## src/rtl/oam_dma_if.sv

```systemverilog
// CPU/MMIO bus, shared-memory read port and OAM write port of the OAM DMA sequencer.
// The slave modport is the DMA controller; the master modport is the surrounding system.
interface oam_dma_if;
  logic [15:0] ADDR;
  logic        WR;
  logic        RD;
  logic [7:0]  MMIO_DATA_out;
  logic [7:0]  MMIO_DATA_in;
  logic        DMA_RD;
  logic [15:0] DMA_ADDR;
  logic [7:0]  DMA_DATA_in;
  logic        OAM_WR;
  logic [7:0]  OAM_ADDR;
  logic [7:0]  OAM_DATA;
  logic        DMA_ACTIVE;
  logic        CPU_BLOCK;

  modport master (
    output ADDR, WR, RD, MMIO_DATA_out, DMA_DATA_in,
    input  MMIO_DATA_in, DMA_RD, DMA_ADDR, OAM_WR, OAM_ADDR, OAM_DATA,
           DMA_ACTIVE, CPU_BLOCK
  );

  modport slave (
    input  ADDR, WR, RD, MMIO_DATA_out, DMA_DATA_in,
    output MMIO_DATA_in, DMA_RD, DMA_ADDR, OAM_WR, OAM_ADDR, OAM_DATA,
           DMA_ACTIVE, CPU_BLOCK
  );
endinterface

```

## src/rtl/oam_dma_ctrl.sv

```systemverilog
// FF46 OAM DMA sequencer: copies N_BYTES bytes from page SRC into OAM, one byte per
// CYC_PER_BYTE-clock slot, after a one-slot START period. A new FF46 write restarts the copy.
module oam_dma_ctrl #(
  parameter int CYC_PER_BYTE = 4,
  parameter int N_BYTES      = 160
) (
  input logic     clk,
  input logic     rst,
  oam_dma_if.slave bus
);

  localparam int PW = $clog2(CYC_PER_BYTE);
  localparam logic [PW-1:0] P_ONE  = PW'(1);
  localparam logic [PW-1:0] P_PRE  = PW'(CYC_PER_BYTE - 2);
  localparam logic [PW-1:0] P_LAST = PW'(CYC_PER_BYTE - 1);
  localparam logic [7:0]    IDX_LAST = 8'(N_BYTES - 1);

  typedef enum logic [1:0] {
    IDLE  = 2'd0,
    START = 2'd1,
    XFER  = 2'd2
  } state_t;

  state_t        state;
  logic [7:0]    dma_reg;
  logic [7:0]    src;
  logic [7:0]    idx;
  logic [PW-1:0] phase;
  logic [7:0]    data;
  logic          dma_rd;
  logic [15:0]   dma_addr;
  logic          oam_wr;
  logic [7:0]    oam_addr;
  logic          active;

  logic          trigger;
  logic [7:0]    src_next;
  logic [7:0]    mmio_rdata;
  logic          cpu_block;

  // Decode the FF46 write and fold E0..FF source pages down into the C0..DF echo range.
  always_comb begin
    trigger = bus.WR && (bus.ADDR == 16'hFF46);
    if (bus.MMIO_DATA_out >= 8'hE0) begin
      src_next = bus.MMIO_DATA_out & 8'hDF;
    end else begin
      src_next = bus.MMIO_DATA_out;
    end
  end

  // Sequencer: START slot, then per byte read at phase 0, latch at phase 1, write at last phase.
  always_ff @(posedge clk) begin
    if (rst) begin
      state    <= IDLE;
      dma_reg  <= 8'hFF;
      src      <= 8'h00;
      idx      <= 8'd0;
      phase    <= '0;
      data     <= 8'h00;
      dma_rd   <= 1'b0;
      dma_addr <= 16'h0000;
      oam_wr   <= 1'b0;
      oam_addr <= 8'd0;
      active   <= 1'b0;
    end else begin
      dma_rd <= 1'b0;
      oam_wr <= 1'b0;
      if (trigger) begin
        // A write in any state (re)starts the copy; a pending write for the aborted byte is dropped.
        dma_reg <= bus.MMIO_DATA_out;
        src     <= src_next;
        state   <= START;
        idx     <= 8'd0;
        phase   <= '0;
        active  <= 1'b1;
      end else begin
        case (state)
          IDLE: begin
            phase <= '0;
            idx   <= 8'd0;
          end
          START: begin
            if (phase == P_LAST) begin
              phase    <= '0;
              state    <= XFER;
              dma_rd   <= 1'b1;
              dma_addr <= {src, idx};
            end else begin
              phase <= phase + 1'b1;
            end
          end
          XFER: begin
            if (phase == P_ONE) begin
              data <= bus.DMA_DATA_in;
            end
            if (phase == P_PRE) begin
              oam_wr   <= 1'b1;
              oam_addr <= idx;
            end
            if (phase == P_LAST) begin
              phase <= '0;
              if (idx == IDX_LAST) begin
                state  <= IDLE;
                idx    <= 8'd0;
                active <= 1'b0;
              end else begin
                idx      <= idx + 8'd1;
                dma_rd   <= 1'b1;
                dma_addr <= {src, idx + 8'd1};
              end
            end else begin
              phase <= phase + 1'b1;
            end
          end
          default: begin
            state  <= IDLE;
            phase  <= '0;
            idx    <= 8'd0;
            active <= 1'b0;
          end
        endcase
      end
    end
  end

  // FF46 read-back and CPU lock-out of everything below the high page while a copy runs.
  always_comb begin
    if (bus.RD && (bus.ADDR == 16'hFF46)) begin
      mmio_rdata = dma_reg;
    end else begin
      mmio_rdata = 8'h00;
    end
    cpu_block = active && (bus.ADDR < 16'hFF00);
  end

  assign bus.MMIO_DATA_in = mmio_rdata;
  assign bus.CPU_BLOCK    = cpu_block;
  assign bus.DMA_RD       = dma_rd;
  assign bus.DMA_ADDR     = dma_addr;
  assign bus.OAM_WR       = oam_wr;
  assign bus.OAM_ADDR     = oam_addr;
  assign bus.OAM_DATA     = data;
  assign bus.DMA_ACTIVE   = active;

endmodule

```

## src/flat_wrapper.sv

```systemverilog
// flat-port wrapper written by rule: the top's interface ports become plain ports
module oam_dma_ctrl_flat 
#(
  parameter int CYC_PER_BYTE = 4,
  parameter int N_BYTES      = 160
)
  (clk, rst, bus_ADDR, bus_WR, bus_RD, bus_MMIO_DATA_out, bus_DMA_DATA_in, bus_MMIO_DATA_in, bus_DMA_RD, bus_DMA_ADDR, bus_OAM_WR, bus_OAM_ADDR, bus_OAM_DATA, bus_DMA_ACTIVE, bus_CPU_BLOCK);
  oam_dma_if bus_i ();
  input logic clk;
  input logic rst;
  input wire logic [$bits(bus_i.ADDR)-1:0] bus_ADDR;
  input wire logic [$bits(bus_i.WR)-1:0] bus_WR;
  input wire logic [$bits(bus_i.RD)-1:0] bus_RD;
  input wire logic [$bits(bus_i.MMIO_DATA_out)-1:0] bus_MMIO_DATA_out;
  input wire logic [$bits(bus_i.DMA_DATA_in)-1:0] bus_DMA_DATA_in;
  output wire logic [$bits(bus_i.MMIO_DATA_in)-1:0] bus_MMIO_DATA_in;
  output wire logic [$bits(bus_i.DMA_RD)-1:0] bus_DMA_RD;
  output wire logic [$bits(bus_i.DMA_ADDR)-1:0] bus_DMA_ADDR;
  output wire logic [$bits(bus_i.OAM_WR)-1:0] bus_OAM_WR;
  output wire logic [$bits(bus_i.OAM_ADDR)-1:0] bus_OAM_ADDR;
  output wire logic [$bits(bus_i.OAM_DATA)-1:0] bus_OAM_DATA;
  output wire logic [$bits(bus_i.DMA_ACTIVE)-1:0] bus_DMA_ACTIVE;
  output wire logic [$bits(bus_i.CPU_BLOCK)-1:0] bus_CPU_BLOCK;
  assign bus_i.ADDR = bus_ADDR;
  assign bus_i.WR = bus_WR;
  assign bus_i.RD = bus_RD;
  assign bus_i.MMIO_DATA_out = bus_MMIO_DATA_out;
  assign bus_i.DMA_DATA_in = bus_DMA_DATA_in;
  assign bus_MMIO_DATA_in = bus_i.MMIO_DATA_in;
  assign bus_DMA_RD = bus_i.DMA_RD;
  assign bus_DMA_ADDR = bus_i.DMA_ADDR;
  assign bus_OAM_WR = bus_i.OAM_WR;
  assign bus_OAM_ADDR = bus_i.OAM_ADDR;
  assign bus_OAM_DATA = bus_i.OAM_DATA;
  assign bus_DMA_ACTIVE = bus_i.DMA_ACTIVE;
  assign bus_CPU_BLOCK = bus_i.CPU_BLOCK;
  oam_dma_ctrl #(.CYC_PER_BYTE(CYC_PER_BYTE), .N_BYTES(N_BYTES)) u_core (.clk(clk), .rst(rst), .bus(bus_i));
endmodule
```

## config.mk

```make
export PLATFORM = sky130hd
export DESIGN_NAME = oam_dma_ctrl_flat
export DESIGN_NICKNAME = d
export VERILOG_FILES = /design/src/rtl/oam_dma_if.sv /design/src/rtl/oam_dma_ctrl.sv /design/src/flat_wrapper.sv
export SDC_FILE = /design/constraint.sdc
export NUM_CORES = 1
export LEC_CHECK = 0
export BUFFER_PORTS_ARGS = -buffer_cell sky130_fd_sc_hd__clkbuf_2
export CORE_MARGIN = 4
export CORE_UTILIZATION = 35
export CTS_BUF_LIST = sky130_fd_sc_hd__clkbuf_16
export CTS_CLUSTER_DIAMETER = 150
export DETAILED_ROUTE_END_ITERATION = 8
export HOLD_SLACK_MARGIN = 0.03
export PLACE_DENSITY = 0.62
export SYNTH_ARGS = -nofsm -noshare
export SYNTH_HDL_FRONTEND = slang
export SYNTH_SLANG_ARGS = --single-unit
```

## constraint.sdc

```tcl
create_clock -name clk -period 2.2 [get_ports clk]
set_input_delay 0.44 -clock clk [delete_from_list [all_inputs] [get_ports clk]]
set_output_delay 0.44 -clock clk [all_outputs]
set_load 0.05 [all_outputs]
```

==> results.ini <==
[status]
outcome=finished, violations left
violations=setup timing

[synth]
synth-seq-cells=63
ys_types=40
syn_nets=352
ys_warn_count=0
synth_area_leaders=dfxtp_1 (46%), a21oi_1 (7.0%), mux2i_1 (7.0%)
synth_edf_count=0
yosysSeqAreaShare=0.463
synth-main-ff-cell=dfxtp_1
syn_area_per_cell_um2=8.82
synth.cell_area_um2=2730
synth.top_cell.area_share=0.463
synthesis.instances=309
async_flop_share=0
synth_area_leader_cell=dfxtp_1

[min_path]
hp-class=input port to register
worstHoldEndpoint=u_core.dma_reg[1]
hp-start=bus_MMIO_DATA_out[1]
holdPathStages=3

[global_route]
grt_pass1_vias=2432
grtUsageTotal=0.153
globalRoute.totalOverflow=0
grt_max_degree=51
antenna_found_initial=0
grt_pass1_wl_mm=10.9

[timing]
tightest_slew_ns=0.603
min_period_over_period=1.01
finalClockSkew_ns=0.00385
holdWs_ns=0.331
max_clock_freq_mhz=452
period_needed_ns=2.21
maxSlewViolCount=0
setup_viol=3
max-slew-margin-rel=0.598
hold_viol=0
setup_ws_ns=-0.0126
rsz0062_at_grt=yes

[worst_setup_path]
r2r-start=u_core.idx[0]
critPathRequiredTime_ns=1.76
r2r_setup_slack_ns=0.27
crit_arrival_ns=1.77
timing.rr.end=u_core.bus.DMA_ADDR[14]
critPathLaunchType=input port
path_max_fanout=8
endpoint_kind=primary output
r2r_cells=7
path_class=input port to primary output

[power_and_ir_drop]
p_total_uw=2530
ir_worst_vdd_v=0.000650
power_leakage_uw=0.00152
pwr_density_cell_nw_per_um2=678

[detailed_routing]
wl_met3_um=424
vias=2522
met2_length_mm=3.19
ant_nets=0
routed_wirelength_mm=6.68
drt_iter0_drc=92
wl_per_cell_um=13.3
drc=0
viasPerCell=5.01
routed.top_layer=met4
dr.pass1.iters=4
wl_met1_mm=2.99

[cts]
clk_pin_slew_worst_paths_ns=0.05
clkSinkCount=63
clkLatencyLatePin_ns=0.32
holdBufCountCts=0
cts_tree=yes
root_buffer=clkbuf_16
numCtsBuffers=9
clockBufferDepth=2
cts_setup_buffers=0
cts.htree.levels=3

[cells_and_area]
drive_above_1_share=0.319
largest_reg_flops=16
syn2layout_area_growth_pct=37.1
fin_nets=443
fill_cells=713
antenna_cells=0
design_area_um2=3740

[die]
io_pins=80
core_area_um2=7410
start_util=0.368
rows=31
die_x_um=96.2
die_area_um2=9260
die_height_um=96.2

[flow_run]
maxCapViolCount=0

[placed_design]
portBuffers=79
placed_area_um2=3380
gp_congestion=0.787
post-dp-hpwl_mm=4.87
dp_slack_ns=-0.278

logic make-up after synthesis:
group | Yosys count | share of synthesized area
AO/OA/AOI/OAI | 75 | 0.163
adder cells (fa/ha/maj) | 7 | 0.0321
XOR/XNOR | 7 | 0.0225
AND/OR/NAND/NOR | 112 | 0.210
buffers and inverters | 26 | 0.0399
multiplexers | 19 | 0.0698
flip-flops | 63 | 0.463
Yosys cell counts (2+ instances only):
master and count:
dfxtp_1 63, a21oi_1 38, nand2_1 35, nor2_1 25, mux2i_1 19, nand3_1 15, clkbuf_1 12, and2_1 11
a211oi_1 8, o21ai_1 8, ha_1 7, inv_1 6, a21o_1 5, nand4_1 5, o21ai_0 5, xor2_1 5
a21oi_2 3, a311oi_1 3, and3_1 3, buf_1 3, buf_2 3, nor3_1 3, a41oi_1 2, and4_1 2
buf_4 2, nand3b_1 2, nor4b_1 2, xnor2_1 2
cell usage in the layout (no fill, tap or decap), types with 8 or more instances in the layout:
master / n
a211oi_1: 8
a21oi_1: 38
buf_4: 19
clkbuf_16: 9
clkbuf_2: 71
dfxtp_1: 63
mux2i_1: 19
nand2_1: 35
nand3_1: 15
nor2_1: 25
o21ai_1: 8
stage by stage:
stage	instances	utilization	setup TNS, ns
after floorplan	309	-	0
after global placement	488	0.456	-2.08
after detailed placement	488	0.456	-2.51
after CTS	503	0.503	0
after global routing	503	0.504	-0.460
final	503	0.504	-0.0189
critical path, stage by stage:
cell      delay [ns]
clkbuf_2        0.08
or4b_4          0.55
nor3_4          0.14
and3_4          0.24
and2_2          0.17
buf_8           0.14
worst max path at each step:
| stage | startpoint | end | slack [ns] | cells after the start |
|---|---|---|---|---|
| floorplan | bus_ADDR[4] | bus_MMIO_DATA_in[0] | 0.03 | 4 |
| CTS | bus_ADDR[4] | bus_MMIO_DATA_in[2] | 0.0006 | 6 |
| global route | bus_ADDR[4] | bus_MMIO_DATA_in[2] | -0.07 | 6 |
| finish | bus_ADDR[4] | bus_MMIO_DATA_in[2] | -0.01 | 6 |
| global placement | bus_ADDR[4] | bus_MMIO_DATA_in[4] | -0.24 | 6 |
| detailed placement | bus_ADDR[4] | bus_MMIO_DATA_in[7] | -0.28 | 6 |
routing by layer:
layer,track usage,vias up
li1,-,1271
met1,0.175,1180
met2,0.259,65
met3,0.0586,6
met4,0.0533,0
met5,0,-
timing repair:
| action | CTS | global route |
|---|---|---|
| setup endpoints to repair | 8 | 8 |
| gates resized for setup | 17 | 6 |
| pin swaps | 2 | 1 |
| cloned | 0 | 0 |
final cells by class:
cell class	count	area, µm²	share of cell area
Inverter	6	22.5	0.00603
Clock inverter	6	53.8	0.0144
Sequential cell	63	1260	0.337
Multi-Input combinational cell	220	1380	0.370
Timing Repair Buffer	100	668	0.179
Tap cell	99	124	0.0331
Clock buffer	9	225	0.0603
report_power, final:
part	leakage (µW)	total [µW]	internal (µW)	switching, µW
sequential	0.000507	1140	1140	0.00241
clock	0.000138	1320	854	470
combinational	0.000871	67.4	32.6	34.9
No activity file was read; power rests on OpenSTA's default activity.
